$ cat src/rtl/loader_pkg.sv
// loader_pkg: shared state encoding, framing constants and small decode helpers
// for the program loader.
package loader_pkg;

  localparam int BYTE_BITS      = 8;
  localparam int BYTES_PER_WORD = 2;
  localparam int WORD_BITS      = BYTE_BITS * BYTES_PER_WORD;
  localparam int HDR_BYTES      = 4;

  typedef enum logic [3:0] {
    S_ADDR_HI = 4'd0,
    S_ADDR_LO = 4'd1,
    S_CNT_HI  = 4'd2,
    S_CNT_LO  = 4'd3,
    S_DATA_HI = 4'd4,
    S_DATA_LO = 4'd5,
    S_WRITE   = 4'd6,
    S_CSUM    = 4'd7,
    S_DONE    = 4'd8,
    S_ERROR   = 4'd9
  } state_t;

  // States in which a stream byte may be accepted.
  function automatic logic is_rx_state(input state_t s);
    return (s inside {S_ADDR_HI, S_ADDR_LO, S_CNT_HI, S_CNT_LO,
                      S_DATA_HI, S_DATA_LO, S_CSUM});
  endfunction

  // States that receive the first (most significant) byte of a 16-bit field.
  function automatic logic is_hi_byte(input state_t s);
    return (s inside {S_ADDR_HI, S_CNT_HI, S_DATA_HI});
  endfunction

endpackage

$ cat src/rtl/loader_word_assembler.sv
// loader_word_assembler: pairs an MSB-first byte stream into 16-bit words.
// The high byte is held in a register; the word is presented combinationally
// together with the low byte so it can be consumed in the same cycle.
module loader_word_assembler
  import loader_pkg::*;
(
  input  logic                 clk,
  input  logic                 rst,
  input  logic                 byte_valid,
  input  logic                 hi_sel,
  input  logic [BYTE_BITS-1:0] byte_in,
  output logic [WORD_BITS-1:0] word,
  output logic                 word_ready
);

  logic [BYTE_BITS-1:0] hi_q, hi_d;

  // Capture the high byte when it is accepted; otherwise hold.
  always_comb begin
    hi_d = hi_q;
    if (byte_valid && hi_sel) begin
      hi_d = byte_in;
    end
  end

  // High-byte holding register.
  always_ff @(posedge clk) begin
    if (rst) begin
      hi_q <= '0;
    end else begin
      hi_q <= hi_d;
    end
  end

  assign word       = {hi_q, byte_in};
  assign word_ready = byte_valid & ~hi_sel;

endmodule

$ cat src/rtl/program_loader.sv
// program_loader: boot stage that receives a framed program image as a byte
// stream, writes it word by word into program memory and releases the CPU
// reset once the whole image is in place.
// Optional trailing XOR checksum of the payload: define LOADER_CHECKSUM_EN.
module program_loader
  import loader_pkg::*;
#(
  parameter int word_size = 16,
  parameter int addr_size = 16
) (
  input  logic                 clk,
  input  logic                 rst,
  input  logic                 rx_valid,
  input  logic [7:0]           rx_data,
  output logic                 rx_ready,
  output logic [addr_size-1:0] mem_addr,
  output logic [word_size-1:0] mem_data,
  output logic                 mem_write,
  output logic                 cpu_rst,
  output logic                 done,
  output logic                 error
);

`ifdef LOADER_CHECKSUM_EN
  localparam state_t END_STATE = S_CSUM;
`else
  localparam state_t END_STATE = S_DONE;
`endif

  state_t               state_q, state_d;
  logic [addr_size-1:0] cur_addr_q, cur_addr_d;
  logic [WORD_BITS-1:0] remaining_q, remaining_d;
  logic [addr_size-1:0] mem_addr_q, mem_addr_d;
  logic [word_size-1:0] mem_data_q, mem_data_d;
  logic                 mem_write_q, mem_write_d;
  logic                 done_q, done_d;
`ifdef LOADER_CHECKSUM_EN
  logic [7:0]           csum_q, csum_d;
  logic                 error_q, error_d;
`endif

  logic                 accept;
  logic                 hi_sel;
  logic [WORD_BITS-1:0] asm_word;
  logic                 asm_ready;

  // Handshake: only receive states take bytes, and never while in reset.
  always_comb begin
    rx_ready = is_rx_state(state_q) & ~rst;
    accept   = rx_valid & rx_ready;
    hi_sel   = is_hi_byte(state_q);
  end

  loader_word_assembler u_asm (
    .clk        (clk),
    .rst        (rst),
    .byte_valid (accept),
    .hi_sel     (hi_sel),
    .byte_in    (rx_data),
    .word       (asm_word),
    .word_ready (asm_ready)
  );

  // Frame sequencing, address/count bookkeeping and write-port staging.
  always_comb begin
    state_d     = state_q;
    cur_addr_d  = cur_addr_q;
    remaining_d = remaining_q;
    mem_addr_d  = mem_addr_q;
    mem_data_d  = mem_data_q;
    mem_write_d = 1'b0;
`ifdef LOADER_CHECKSUM_EN
    csum_d      = csum_q;
`endif
    case (state_q)
      S_ADDR_HI: if (accept) state_d = S_ADDR_LO;
      S_ADDR_LO: begin
        if (asm_ready) begin
          cur_addr_d = addr_size'(asm_word);
          state_d    = S_CNT_HI;
        end
      end
      S_CNT_HI: if (accept) state_d = S_CNT_LO;
      S_CNT_LO: begin
        if (asm_ready) begin
          remaining_d = asm_word;
          state_d     = (asm_word == '0) ? END_STATE : S_DATA_HI;
        end
      end
      S_DATA_HI: begin
        if (accept) begin
`ifdef LOADER_CHECKSUM_EN
          csum_d = csum_q ^ rx_data;
`endif
          state_d = S_DATA_LO;
        end
      end
      S_DATA_LO: begin
        if (asm_ready) begin
`ifdef LOADER_CHECKSUM_EN
          csum_d = csum_q ^ rx_data;
`endif
          // Stage the write so address/data/strobe line up in S_WRITE.
          mem_addr_d  = cur_addr_q;
          mem_data_d  = word_size'(asm_word);
          mem_write_d = 1'b1;
          state_d     = S_WRITE;
        end
      end
      S_WRITE: begin
        cur_addr_d  = cur_addr_q + addr_size'(1);
        remaining_d = remaining_q - WORD_BITS'(1);
        state_d     = (remaining_q == WORD_BITS'(1)) ? END_STATE : S_DATA_HI;
      end
`ifdef LOADER_CHECKSUM_EN
      S_CSUM: begin
        if (accept) begin
          state_d = (rx_data == csum_q) ? S_DONE : S_ERROR;
        end
      end
`endif
      default: state_d = state_q;
    endcase
    // Completion flags are sticky and set on the edge that enters the state.
    done_d = done_q | (state_d == S_DONE);
`ifdef LOADER_CHECKSUM_EN
    error_d = error_q | (state_d == S_ERROR);
`endif
  end

  // State and datapath registers.
  always_ff @(posedge clk) begin
    if (rst) begin
      state_q     <= S_ADDR_HI;
      cur_addr_q  <= '0;
      remaining_q <= '0;
      mem_addr_q  <= '0;
      mem_data_q  <= '0;
      mem_write_q <= 1'b0;
      done_q      <= 1'b0;
    end else begin
      state_q     <= state_d;
      cur_addr_q  <= cur_addr_d;
      remaining_q <= remaining_d;
      mem_addr_q  <= mem_addr_d;
      mem_data_q  <= mem_data_d;
      mem_write_q <= mem_write_d;
      done_q      <= done_d;
    end
  end

`ifdef LOADER_CHECKSUM_EN
  // Running payload checksum and sticky error flag.
  always_ff @(posedge clk) begin
    if (rst) begin
      csum_q  <= '0;
      error_q <= 1'b0;
    end else begin
      csum_q  <= csum_d;
      error_q <= error_d;
    end
  end
  assign error = error_q;
`else
  assign error = 1'b0;
`endif

  assign mem_addr  = mem_addr_q;
  assign mem_data  = mem_data_q;
  assign mem_write = mem_write_q;
  assign done      = done_q;
  assign cpu_rst   = ~done_q;

endmodule
$ cat config.mk
export PLATFORM = sky130hd
export DESIGN_NAME = program_loader
export DESIGN_NICKNAME = d
export VERILOG_FILES = /design/src/rtl/loader_pkg.sv /design/src/rtl/loader_word_assembler.sv /design/src/rtl/program_loader.sv
export SDC_FILE = /design/constraint.sdc
export NUM_CORES = 1
export LEC_CHECK = 0
export BUFFER_PORTS_ARGS = -buffer_cell sky130_fd_sc_hd__buf_4
export CELL_PAD_IN_SITES_DETAIL_PLACEMENT = 0
export CELL_PAD_IN_SITES_GLOBAL_PLACEMENT = 2
export CORE_AREA = 2 2 104 106
export CTS_BUF_LIST = sky130_fd_sc_hd__clkbuf_4
export CTS_CLUSTER_SIZE = 12
export DETAILED_ROUTE_END_ITERATION = 8
export DIE_AREA = 0 0 106 108
export PLACE_DENSITY = 0.86
export SYNTH_ARGS = -nofsm -noshare
export SYNTH_HDL_FRONTEND = slang
export SYNTH_SLANG_ARGS = --single-unit
$ cat constraint.sdc
create_clock -name clk -period 1.8 [get_ports clk]
set_input_delay 0.09 -clock clk [delete_from_list [all_inputs] [get_ports clk]]
set_output_delay 0.09 -clock clk [all_outputs]
set_load 0.01 [all_outputs]
# ---- Word level (Yosys, flattened, before mapping)
# Cells that the tools add are included.
dict set report totals {
  ff_bits 78
  output_inout_bits 37
  inputBits 11
}
dict set report op_classes {
  bitwise_logic 8
  n_addsub 2
  n_reduce_logical 11
  n_eq_ne 11
  mux 13
}
# cell n
set op_table {}
lappend op_table {{one-hot mux 16 bit (2 select lines)} 2}
lappend op_table {{two-way mux 4 bit} 8}
lappend op_table {{one-hot mux 4 bit (7 select lines)} 1}
lappend op_table {{adder 16 x 1 -> 16 bit, second input constant} 1}
lappend op_table {{equality test 16 x 1 -> 1 bit, second input constant} 1}
lappend op_table {{equality test 4 x 3 -> 1 bit, second input constant} 4}
lappend op_table {{logical NOT 16 bit} 1}
lappend op_table {{two-way mux 16 bit} 1}
lappend op_table {{subtractor 16 x 1 -> 16 bit, second input constant} 1}
lappend op_table {{equality test 4 x 2 -> 1 bit, second input constant} 2}
lappend op_table {{nonzero test 7 bit} 1}
lappend op_table {{AND reduction 2 bit} 3}
lappend op_table {{equality test 4 x 1 -> 1 bit, second input constant} 1}
lappend op_table {{equality test 4 bit, second input constant} 1}
lappend op_table {{logical NOT 4 bit} 1}
lappend op_table {{!= test 2 bit, second input constant} 2}
lappend op_table {{NOT 1 bit} 4}
lappend op_table {{nonzero test 2 bit} 2}
lappend op_table {{bitwise AND 1 bit} 3}
lappend op_table {{nonzero test 3 bit} 1}
lappend op_table {{OR reduction 2 bit} 1}
lappend op_table {{logical AND 1 bit} 1}
lappend op_table {{two-way mux 1 bit} 1}
lappend op_table {{OR 1 bit} 1}

# ---- Depth between registers and ports, before layout
dict set report logic_depth {
  ltp_word 9
  ltp_mapped 7
  mapped_depth_nobuf 6
}

# ---- Hierarchy
# A second synthesis with hierarchy kept.
dict set report hier_totals {
  cells_unflattened 462
  area_unflattened_um2 3629.7
}
# mod seq_area_each_um2 n_inst cells_per_inst area_per_inst_um2
set modules_own_cells {}
lappend modules_own_cells {program_loader 1401.3 1 416 3190.6}
lappend modules_own_cells {loader_word_assembler 160.2 1 46 439.2}

# ---- Least setup slack after synthesis
# No wires, ideal clock.
dict set report synth_path {
  path_type {reg-to-reg}
  start {reg state_q[0]}
  end {reg remaining_q[4]}
  required_time_ps 1668
  arrival_time_ps 1530
  path_stages_with_launch 8
  period_less_slack_ps 1662
  n_path_buf 3
  path_slack_ps 138
  setup_time_ps 132
  path_cell_list {dfxtp_1 -> buf_2 -> nand2_1 -> or4_1 -> clkbuf_1 -> buf_2 -> o311ai_0 -> a21oi_1}
}
dict set report synth_via {
  elab_chain_cells 7
  elab_cells_between_ends 18
  classes_between {eq/ne (8); mux (1); bitwise (4); reduce/logical (5)}
}
# element line
set synth_rtl {}
lappend synth_rtl {{start, declared} program_loader.sv:30} ;# state_t state_q, state_d;
lappend synth_rtl {{start signal, assigned} program_loader.sv:142} ;# state_q <= state_d;
lappend synth_rtl {{equality test 4 x 1 -> 1 bit (tied with other cells)} loader_pkg.sv:25} ;# return (s inside {S_ADDR_HI, S_ADDR_LO, S_CNT_HI, S_CNT_LO,
lappend synth_rtl {{nonzero test 7 bit} loader_pkg.sv:25}
lappend synth_rtl {{bitwise AND 1 bit} program_loader.sv:49} ;# rx_ready = is_rx_state(state_q) & ~rst;
lappend synth_rtl {{bitwise AND 1 bit} program_loader.sv:50} ;# accept = rx_valid & rx_ready;
lappend synth_rtl {{bitwise AND 1 bit} loader_word_assembler.sv:36} ;# assign word_ready = byte_valid & ~hi_sel;
lappend synth_rtl {{!= test 2 bit (no source line)} -}
lappend synth_rtl {{AND reduction 2 bit (no source line)} -}
lappend synth_rtl {{end signal, assigned} program_loader.sv:144} ;# remaining_q <= remaining_d;
lappend synth_rtl {{end, declared} program_loader.sv:32} ;# logic [WORD_BITS-1:0] remaining_q, remaining_d;
# Parallel ways exist; a longest one is shown, timed or not.
# A chain may end at the register's enable or synchronous reset.

# ---- Worst setup path in the final report
dict set report layout_path {
  start {reg state_q[2]}
  end {reg done_q (netlist: done)}
}
dict set report layout_via {
  elab_chain_cells 9
  elab_cells_between_ends 23
  classes_between {eq/ne (8); mux (7); bitwise (5); reduce/logical (3)}
}
# element line
set layout_rtl {}
lappend layout_rtl {{equality test 4 x 1 -> 1 bit (tied with other cells)} {loader_pkg.sv:25, program_loader.sv:75}}
lappend layout_rtl {{nonzero test 7 bit} loader_pkg.sv:25}
lappend layout_rtl {{bitwise AND 1 bit} program_loader.sv:49}
lappend layout_rtl {{bitwise AND 1 bit} program_loader.sv:50}
lappend layout_rtl {{bitwise AND 1 bit} loader_word_assembler.sv:36}
lappend layout_rtl {{two-way mux 4 bit, on equally long branches} {program_loader.sv:99, program_loader.sv:78, program_loader.sv:85}}
lappend layout_rtl {{one-hot mux 4 bit (7 select lines) *} program_loader.sv:75} ;# case (state_q)
lappend layout_rtl {{equality test 4 bit *} program_loader.sv:125} ;# done_d = done_q | (state_d == S_DONE);
lappend layout_rtl {{OR 1 bit *} program_loader.sv:125}
lappend layout_rtl {{end signal, assigned} program_loader.sv:148} ;# done_q <= done_d;
lappend layout_rtl {{end, declared} program_loader.sv:36} ;# logic done_q, done_d;
# Every way passes the cells marked *; elsewhere a longest branch is shown, timed or not.

==> out/results.tsv <==
metric	value	unit
max incr delay on CP	560	ps
Worst Setup End Kind	flop	
clock skew	9.83	ps
Worst Hold Path Cells	4	
Final min period	1710	ps
Syn Inst Count	440	
crit-path max FO	6	
P_leak	1.69	nW
DR iter-0 viols	140	
worst rel slew slack	64.8	%
Vias	3432	
I/O pin count	48	
multi-input logic area	1830	sq um
I/O Buffers	46	
post-layout util	43.5	%
Critical Path AT	2070	ps
Buf/Inv on CP	2	
diode count	0	
unique cell type count in the Yosys netlist	54	
#FFs+latches synth	78	
Peak supply drop	360	uV
setup violators final	0	
crit-path leading delay family	simple AND/OR/NAND/NOR gates	
clock root cell	clkbuf_4	
placed instance count	626	
Post-Syn Nets	454	
Worst Tran Pin Value	527	ps
R2R depth	6	
mean post-synth cell area	7.97	sq um
combinational share of power	7.0	%
fmax	0.586	GHz
most area-hungry cell type in the Yosys netlist	dfxtp_1	
DRC	0	
fraction of layout cells with a size suffix above 1	21.1	%
Initial Utilization	34.3	%
FF+latch area	1570	sq um
final worst-path cycle share	94.7	%
Sw Ratio	24.5	%
final hold viol count	0	
Place WS	64.9	ps
ys async rst share	0	%
sequential-to-total area share from yosys stat	44.5	%
Mapped Area	3510	sq um
vias in the first global route	3237	
Synth area leaders	dfxtp_1 45%, a21oi_1 9.4%, nand2_1 9.4%, nor2_1 4.0%, mux2i_1 2.3%	
Clk pwr share	37.5	%
first-pass GRT wire length	16100	microns
sequential share of power	55.6	%
Pint	2.44	mW
layout filler cell count	1077	
RePlAce Congestion	0.888	
die area	11400	sq um
CTS Buffer Depth	2	
CTS buffer count	9	
slowest CP cell	or4_1	
largest net degree at the start of global routing	50	
commonest cells in the netlist	88 x nand2_1, 78 x dfxtp_1, 66 x a21oi_1	
critical path startpoint category	flop	
vias per inst	5.26	
core area	10200	sq um
CP most frequent cell	buf_4	
TritonCTS clock tree	built	
critical path depth in cells	6	
status	completed	
CP Class	reg2reg	
Antenna Nets Post-Route	0	
Yosys Warn Count	0	
average wire per standard cell	15.1	microns
RSZ-0062 raised after global routing	no	
dpl hpwl	6780	microns
H-tree depth	3	
total gr overflow	0	
max-slew violation count	0	
total power	3.22	mW
Sw Pwr	0.789	mW
die height	108	microns
nets	526	
Fin Setup TNS	0	ps
DP Area	4160	sq um
Reg clk slew, reported paths	120	ps
ys flop type	dfxtp_1	
PnR worst setup slack	94.7	ps
Worst-Skew Late Latency	430	ps
Final Non-Filler Cells	652	
Total GRT Usage	17.7	%
Worst EP required	2170	ps
clk sink count	78	
Synth-to-Final Area Change	26.9	%
drt total wl	9830	microns
cell area after layout	4450	sq um
drt pass-1 iters	5	
power density cells	724	nW/um^2
max_cap viols	0	
count leader, synth	nand2_1	
Worst Hold Class	in2reg	
Synth top area share	44.5	%
cell-by-cell trace of the critical path	buf_4, or4_1, buf_4, o22ai_1, a21o_1, o2bb2ai_1	
initial antenna violation count	0	
EDFF count, synth	0	
Std-Cell Rows	37	
Hold Slack	43.3	ps
die span in x	106	microns
[what timing repair did]
item | CTS | global route
endpoints found under the setup margin | 0 | 10
hold endpoints to repair | 30 | 0
setup buffers | 0 | 2
hold buffers | 9 | 0
gates resized for setup | 0 | 8
[final cells by class]
class | count | area share, %
inverters | 5 | 0.422
well taps | 136 | 3.82
repair buffers | 89 | 16.1
clock inverters | 4 | 1.63
clock buffers | 11 | 1.85
multi-input cells | 329 | 41.0
flip-flops and latches | 78 | 35.2
[registers in the layout, indices dropped and copies added (netlist names)]
register,flops
cur_addr_q,16
done,1
mem_addr,16
mem_data,16
mem_write,1
remaining_q,16
state_q,4
u_asm.hi_q,8
[cell families (layout without fill, tap and decap cells)]
| logic type | after synthesis | after routing | share of synthesized area [%] |
|---|---|---|---|
| mux | 8 | 8 | 2.28 |
| buf+inv | 33 | 109 | 4.10 |
| compound gates | 120 | 120 | 20.7 |
| simple gates | 192 | 192 | 26.0 |
| flops | 78 | 78 | 44.5 |
| fa+ha+maj | 3 | 3 | 1.07 |
| other cells | 1 | 1 | 0.107 |
| xor+xnor | 5 | 5 | 1.25 |
[layout by cell type (no fill, tap or decap), drive strengths merged, types with 3 or more instances in the layout]
cell / Yosys / final
a31oi: 10 / 10
o311ai: 3 / 3
nor2: 37 / 37
nor4: 9 / 9
a32oi: 3 / 3
nand3: 12 / 12
xor2: 4 / 4
a211oi: 5 / 5
o211ai: 8 / 8
nor3: 12 / 12
o22ai: 3 / 3
clkbuf: 15 / 11
ha: 3 / 3
or3: 6 / 6
mux2i: 8 / 8
nand2: 88 / 88
dlygate4sd3: 0 / 9
and3: 3 / 3
nand4: 9 / 9
nand2b: 3 / 3
inv: 5 / 5
buf: 13 / 80
dfxtp: 78 / 78
a21oi: 66 / 66
o21ai: 8 / 8
or2: 3 / 3
[final timing paths]
kind                             startpoint           to  slack [ps]
worst max-delay path             state_q[2]         done          90
worst min-delay path                    rst   state_q[2]          40
worst max register to register   state_q[2]         done          90
worst min register to register  mem_data[0]  mem_data[0]         460
[power by group through the flow]
stage	registers (mW)	clock network [mW]	logic [mW]
2_1_floorplan	1.81	0	0.124
3_3_place_gp	1.83	0	0.207
3_5_place_dp	1.83	0	0.208
4_1_cts	1.79	1.25	0.224
5_1_grt	1.80	1.30	0.246
6_report	1.79	1.21	0.225
[routing by layer]
| layer | global-route usage [%] | vias up | part of all wire, % |
|---|---|---|---|
| met4 | 7.42 | 0 | 2.5 |
| li1 | - | 1716 | - |
| met2 | 29.8 | 71 | 47 |
| met1 | 21.9 | 1626 | 47 |
| met3 | 3.98 | 19 | 3.9 |
| met5 | 0 | - | 0 |
[worst register-to-register path, stage by stage, from the launching register on]
cell and delay (ps):
dfxtp_1 380, buf_4 180, or4_1 560, buf_4 180, o22ai_1 120, a21o_1 120, o2bb2ai_1 100
No activity file was read; power rests on OpenSTA's default activity.
